File: src/rtl/uart_pkg.sv
// rtl/uart_pkg.sv - shared UART state encoding, data-width limits and parity helper
package uart_pkg;

    localparam int UART_MIN_DATA_BITS = 5;
    localparam int UART_MAX_DATA_BITS = 9;

    typedef enum logic [2:0] {
        IDLE,
        START,
        DATA,
        PARITY,
        STOP,
        BREAK_WAIT
    } uart_rx_state_t;

    // Parity bit a transmitter puts on the line; unused upper bits must be zero.
    function automatic logic uart_parity(input logic [UART_MAX_DATA_BITS-1:0] data,
                                         input logic odd);
        return (^data) ^ odd;
    endfunction

endpackage

File: src/rtl/uart_rx_sync.sv
// rtl/uart_rx_sync.sv - two-flop synchronizer for the serial line, resets to idle-high
module uart_rx_sync (
    input  logic clk,
    input  logic rst,
    input  logic d,
    output logic q
);

    logic meta;

    always_ff @(posedge clk or posedge rst) begin
        if (rst) begin
            meta <= 1'b1;
            q    <= 1'b1;
        end else begin
            meta <= d;
            q    <= meta;
        end
    end

endmodule

File: src/rtl/uart_rx_os.sv
// rtl/uart_rx_os.sv - oversampling UART receiver; parity bit compiled in with UART_RX_PARITY_EN
module uart_rx_os
    import uart_pkg::*;
#(
    parameter int DATA_BITS    = 7,
    parameter int CLKS_PER_BIT = 16,
    parameter int STOP_BITS    = 1,
    parameter int PARITY_ODD   = 0
) (
    input  logic                 clk,
    input  logic                 rst,
    input  logic                 rxd,
    output logic [DATA_BITS-1:0] data,
    output logic                 valid,
    input  logic                 ready,
    output logic                 frame_err,
    output logic                 parity_err,
    output logic                 overrun,
    output logic                 break_det
);

    localparam int CW = $clog2(CLKS_PER_BIT);
    localparam int BW = $clog2(UART_MAX_DATA_BITS);
    localparam logic [CW-1:0] MID  = CW'(CLKS_PER_BIT / 2 - 1);
    localparam logic [CW-1:0] WRAP = CW'(CLKS_PER_BIT - 1);

    if (DATA_BITS < UART_MIN_DATA_BITS || DATA_BITS > UART_MAX_DATA_BITS ||
        STOP_BITS < 1 || STOP_BITS > 2 || PARITY_ODD < 0 || PARITY_ODD > 1 ||
        CLKS_PER_BIT < 4) begin : g_cfg_err
        $error("uart_rx_os: unsupported parameter combination");
    end

    uart_rx_state_t       state, state_n;
    logic                 rxd_s;
    logic [CW-1:0]        cnt;
    logic [BW-1:0]        bit_idx;
    logic                 stop_idx;
    logic                 stop_err;
    logic [DATA_BITS-1:0] sh;
    logic                 mid;
    logic                 frame_done;
    logic                 brk_hit;
    logic                 frame_fe;
    logic                 frame_pe;
    logic                 par_zero;

    uart_rx_sync u_sync (
        .clk (clk),
        .rst (rst),
        .d   (rxd),
        .q   (rxd_s)
    );

`ifdef UART_RX_PARITY_EN
    localparam uart_rx_state_t AFTER_DATA = PARITY;
    logic                          par_bit;
    logic [UART_MAX_DATA_BITS-1:0] sh_ext;

    always_comb begin
        sh_ext                = '0;
        sh_ext[DATA_BITS-1:0] = sh;
    end

    assign frame_pe = par_bit ^ uart_parity(sh_ext, 1'(PARITY_ODD));
    assign par_zero = ~par_bit;
`else
    localparam uart_rx_state_t AFTER_DATA = STOP;
    assign frame_pe = 1'b0;
    assign par_zero = 1'b1;
`endif

    assign mid      = (cnt == MID);
    assign frame_fe = brk_hit | stop_err | ~rxd_s;

    always_ff @(posedge clk or posedge rst) begin
        if (rst) state <= IDLE;
        else     state <= state_n;
    end

    always_comb begin
        state_n    = state;
        frame_done = 1'b0;
        brk_hit    = 1'b0;
        case (state)
            IDLE:       if (!rxd_s) state_n = START;
            START:      if (mid) state_n = rxd_s ? IDLE : DATA;
            DATA:       if (mid && bit_idx == BW'(DATA_BITS - 1)) state_n = AFTER_DATA;
            PARITY:     if (mid) state_n = STOP;
            STOP: begin
                // A break is recognised on the first stop sample so the line can stay low indefinitely.
                if (mid) begin
                    if (!stop_idx && !rxd_s && sh == '0 && par_zero) begin
                        brk_hit    = 1'b1;
                        frame_done = 1'b1;
                        state_n    = BREAK_WAIT;
                    end else if (stop_idx == 1'(STOP_BITS - 1)) begin
                        frame_done = 1'b1;
                        state_n    = IDLE;
                    end
                end
            end
            BREAK_WAIT: if (rxd_s) state_n = IDLE;
            default:    state_n = IDLE;
        endcase
    end

    always_ff @(posedge clk or posedge rst) begin
        if (rst) begin
            cnt      <= '0;
            bit_idx  <= '0;
            stop_idx <= 1'b0;
            stop_err <= 1'b0;
            sh       <= '0;
`ifdef UART_RX_PARITY_EN
            par_bit  <= 1'b0;
`endif
        end else begin
            cnt <= (state == IDLE || cnt == WRAP) ? '0 : cnt + CW'(1);
            case (state)
                START: begin
                    bit_idx  <= '0;
                    stop_idx <= 1'b0;
                    stop_err <= 1'b0;
                end
                DATA: if (mid) begin
                    sh      <= {rxd_s, sh[DATA_BITS-1:1]};
                    bit_idx <= bit_idx + BW'(1);
                end
`ifdef UART_RX_PARITY_EN
                PARITY: if (mid) par_bit <= rxd_s;
`endif
                STOP: if (mid) begin
                    stop_idx <= stop_idx + 1'b1;
                    stop_err <= stop_err | ~rxd_s;
                end
                default: ;
            endcase
        end
    end

    // A held, unaccepted frame wins over a newly completed one.
    always_ff @(posedge clk or posedge rst) begin
        if (rst) begin
            data       <= '0;
            valid      <= 1'b0;
            frame_err  <= 1'b0;
            parity_err <= 1'b0;
            overrun    <= 1'b0;
            break_det  <= 1'b0;
        end else begin
            overrun   <= 1'b0;
            break_det <= 1'b0;
            if (frame_done) begin
                break_det <= brk_hit;
                if (valid && !ready) begin
                    overrun <= 1'b1;
                end else begin
                    data       <= brk_hit ? '0 : sh;
                    frame_err  <= frame_fe;
                    parity_err <= frame_pe;
                    valid      <= 1'b1;
                end
            end else if (valid && ready) begin
                valid <= 1'b0;
            end
        end
    end

endmodule
File: config.mk
export PLATFORM = sky130hd
export DESIGN_NAME = uart_rx_os
export DESIGN_NICKNAME = d
export VERILOG_FILES = /design/src/rtl/uart_pkg.sv /design/src/rtl/uart_rx_sync.sv /design/src/rtl/uart_rx_os.sv
export SDC_FILE = /design/constraint.sdc
export NUM_CORES = 1
export LEC_CHECK = 0
export ABC_AREA = 1
export CAP_MARGIN = 20
export CORE_ASPECT_RATIO = 0.5
export CORE_UTILIZATION = 50
export CTS_CLUSTER_SIZE = 14
export DETAILED_ROUTE_END_ITERATION = 8
export PLACE_DENSITY = 0.85
export SLEW_MARGIN = 20
export SYNTH_ARGS = -nofsm -noshare
export SYNTH_HDL_FRONTEND = slang
export SYNTH_SLANG_ARGS = --single-unit
File: constraint.sdc
create_clock -name clk -period 1.2 [get_ports clk]
set_input_delay 0.18 -clock clk [delete_from_list [all_inputs] [get_ports clk]]
set_output_delay 0.18 -clock clk [all_outputs]
set_load 0.03 [all_outputs]
==> tab_implementation.tex, run 1 <==
\begin{tabular}{lr}
\hline
Metric & Value \\
\hline
\multicolumn{2}{l}{\textbf{Synth}} \\
Cell count after synthesis & 171 \\
Post-synth EDFFs & 0 \\
Ys Warns & 0 \\
Portion of the post-synthesis area used by sequential elements & 0.541 \\
Synth Register Bits & 33 \\
Top\_reg\_cell synth & dfrtp\_1 \\
Synth Net Count & 178 \\
Post-synth cell types & 22 \\
Most area-hungry cell type in the Yosys netlist & dfrtp\_1 \\
Most used standard cell by instance count after synthesis & nand2\_1 \\
Ranking of synthesized cells by area & dfrtp\_1, nand2\_1, o21ai\_2 \\
Syn Area/Cell & 8.96 um2 \\
Post-synthesis instance area & 0.00153 mm2 \\
Most numerous cell types in the synthesized netlist & nand2\_1, dfrtp\_1, inv\_1 \\
Proportion of register bits with asynchronous set or reset after synthesis & 1.00 \\
Yosys top cell area share & 0.507 \\
\multicolumn{2}{l}{\textbf{Flow run}} \\
Maximum Capacitance Violations & 0 \\
\multicolumn{2}{l}{\textbf{Detailed routing}} \\
Remaining antenna violation count after routing & 0 \\
1st-iter DRT viols & 149 \\
DRC viols & 0 \\
Pre-antenna DRT Iters & 5 \\
Via count of the routed design & 1454 \\
Routed WL & 4.70 mm \\
Mean routed wirelength per cell & 18.3 um \\
Number of vias per cell & 5.68 \\
\multicolumn{2}{l}{\textbf{Clock network}} \\
Number of buffers inserted during clock tree synthesis & 5 \\
H-tree depth reported by CTS & 2 \\
Hold buffer count at cts & 0 \\
Root buffer cell & clkbuf\_8 \\
Clock latency at the later pin of the worst-skew pair & 0.29 ns \\
TritonCTS clock tree & built \\
Number of buffers on the longest clock path & 2 \\
Clock transition at the registers of the reported paths & 0.07 ns \\
Sink count of the clock tree & 33 \\
\multicolumn{2}{l}{\textbf{Placed design}} \\
DP HPWL & 2.15 mm \\
Area post-placement & 0.00188 mm2 \\
Count of input and output buffers & 14 \\
Cell count after placement & 240 \\
GP Congestion & 0.905 \\
\multicolumn{2}{l}{\textbf{Critical path}} \\
R2R Setup Slk & -0.25 ns \\
Max FO, Critical Path & 5 \\
Kind of cell adding the most delay to the critical path & simple AND/OR/NAND/NOR gates \\
Endpoint of the worst-slack reg-to-reg timing path & state[0] \\
Launching element type of the critical path & flip-flop \\
Slowest cell on the critical path & dfrtp\_2 \\
Critical path data arrival time & 1.67 ns \\
Crit path top cell by count & nand2\_1 \\
CP Capture Type & flip-flop \\
Crit path kind & reg2reg \\
Origin of the worst setup path & state[1] \\
Cell Chain, Critical Path & nor2\_2 > nand2\_2 > nor2\_1 > nand2\_1 > nand2\_1 > nand3\_2 > nand2\_1 \\
Data required time at the worst endpoint & 1.42 ns \\
Worst R2R Start & state[1] \\
Worst path depth & 7 \\
R2R cell count & 7 \\
Endpoint of the worst setup timing path & state[0] \\
Peak per-stage delay on the critical path & 0.45 ns \\
Buffers plus inverters on the worst setup path & 0 \\
\multicolumn{2}{l}{\textbf{Pwr}} \\
Static leakage power & 1.09 nW \\
Cell area power density & 1590 mW/mm2 \\
Maximum ir drop on the vdd rail & 1.27 mV \\
\multicolumn{2}{l}{\textbf{Layout}} \\
Filler instances & 141 \\
Diodes inserted & 0 \\
Proportion of layout cells with a drive suffix above 1 & 0.502 \\
Total non-filler cell area in the finished layout & 0.00225 mm2 \\
Layout Cells excl Fill & 256 \\
Nets & 225 \\
Synth-to-Final Area Change & 46.7\% \\
\multicolumn{2}{l}{\textbf{Global route}} \\
Total routing resource utilization after global routing & 0.268 \\
Vias in the first global route & 1379 \\
Total congestion overflow & 0 \\
Largest net degree at the start of global routing & 34 \\
Initial antenna violation count & 0 \\
First-pass GRT wire length & 6.12 mm \\
\multicolumn{2}{l}{\textbf{STA}} \\
Total count of max-transition violations in the final report & 0 \\
Maximum achievable frequency & 690 MHz \\
Worst Slack Setup Final & -0.248 ns \\
RSZ-0062 raised after global routing & yes \\
Tcrit/Tclk final & 1.21 \\
Final hold violations & 0 \\
Endpoints failing setup & 30 \\
Aggregate negative setup slack & -4.47 ns \\
Final critical path time including I/O delays and setup & 1.45 ns \\
Setup Skew & 0.00975 ns \\
\multicolumn{2}{l}{\textbf{Floorplan}} \\
Area of the die & 0.00330 mm2 \\
Standard cell core area & 0.00275 mm2 \\
Row count & 13 \\
Die height & 41.1 um \\
Top Ports & 16 \\
Die Span X & 80.3 um \\
Initial Utilization & 0.557 \\
\multicolumn{2}{l}{\textbf{Min path}} \\
Kind of path behind the tightest hold check & in2async \\
\multicolumn{2}{l}{\textbf{Outcome}} \\
Violated checks & negative setup slack \\
Run status & complete, but fails checks \\
\hline
\end{tabular}
-- state kept, by name, summed over array words and instances, names as in the netlist, 3 cells and up --
register,cells
bit_idx,4
cnt,4
data,7
sh,7
state,3
-- layout by cell type, fill, tap and decap left out, types with 2 or more instances in the layout --
master / count
ha_1: 2
buf_4: 28
nor2_4: 2
inv_1: 17
o21ai_0: 2
inv_2: 3
nand3_2: 6
o21ai_2: 14
dfrtp_1: 28
nand2_2: 16
nor2_2: 4
buf_12: 3
dfstp_2: 2
nand2_4: 7
nor2_1: 13
xor2_1: 2
dfrtp_2: 3
clkdlybuf4s50_1: 3
clkbuf_2: 3
nand3_1: 8
nand2_1: 25
clkbuf_8: 7
buf_6: 4
o21ai_1: 5
-- per-stage QoR --
stage	total power, W	utilization	hold WS, ns	setup WS (ns)
2_1_floorplan	0.00182	-	0.184	-0.0589
3_5_place_dp	0.00219	0.683	0.347	-0.161
6_report	0.00357	0.817	0.232	-0.248
4_1_cts	0.00336	0.801	0.257	-0.120
5_1_grt	0.00373	0.817	0.273	-0.331
3_3_place_gp	0.00214	0.683	0.347	-0.111
-- where the power goes --
part	internal, W	switching [W]
Sequential	0.00123	0.000127
Combinational	0.000514	0.000766
Clock	0.000518	0.000423
-- tightest hold or removal path: cells and delay by family --
kind / cells / cell delay (ns)
buf+inv: 3 / 0.71
-- routing by layer --
| layer | vias to the layer above | track usage | share of wire |
|---|---|---|---|
| met5 | - | 0 | 0 |
| li1 | 631 | - | - |
| met3 | 38 | 0.0800 | 0.062 |
| met1 | 689 | 0.279 | 0.40 |
| met4 | 0 | 0.174 | 0.055 |
| met2 | 96 | 0.513 | 0.48 |
-- how the worst min path moves through the flow --
stage,slack [ns],startpoint,end,cells after the start
after global placement,0.35,u_sync.meta,u_sync.q,0
final,0.23,rst,data[5],3
after global routing,0.27,rst,data[5],3
after CTS,0.26,rst,data[5],3
after detailed placement,0.35,u_sync.meta,u_sync.q,0
after floorplan,0.18,rxd,u_sync.meta,0
-- area by class of cell --
class                      count  area [um2]  area share
sequential                    33         832       0.370
multi-input combinational    114         783       0.349
timing repair buffer          43         397       0.177
clock buffer                   7        96.3      0.0429
inverter                      21        86.3      0.0384
tap                           37        46.3      0.0206
clock inverter                 1        5.00     0.00223
-- cells by family after synthesis --
| kind of cell | after synthesis | share of synthesized area |
|---|---|---|
| flops | 33 | 0.541 |
| xor+xnor | 2 | 0.0114 |
| compound gates | 21 | 0.0907 |
| fa+ha+maj | 3 | 0.0245 |
| buf+inv | 25 | 0.0743 |
| simple gates | 86 | 0.256 |
| other cells | 1 | 0.00245 |
-- repair_timing --
item | in CTS | in global routing
buffers inserted | 6 | 0
gates resized for setup | 54 | 22
pin swaps | 7 | 5
gates cloned | 2 | 0
endpoints found under the setup margin | 32 | 33
(Power assumes the default switching activity.)
==> run 2: changes to the inputs <==
SLEW_MARGIN = unset   (was 20)
==> results of run 2 <==
No change in the layout: final DEF, timing and power equal those of run 1.
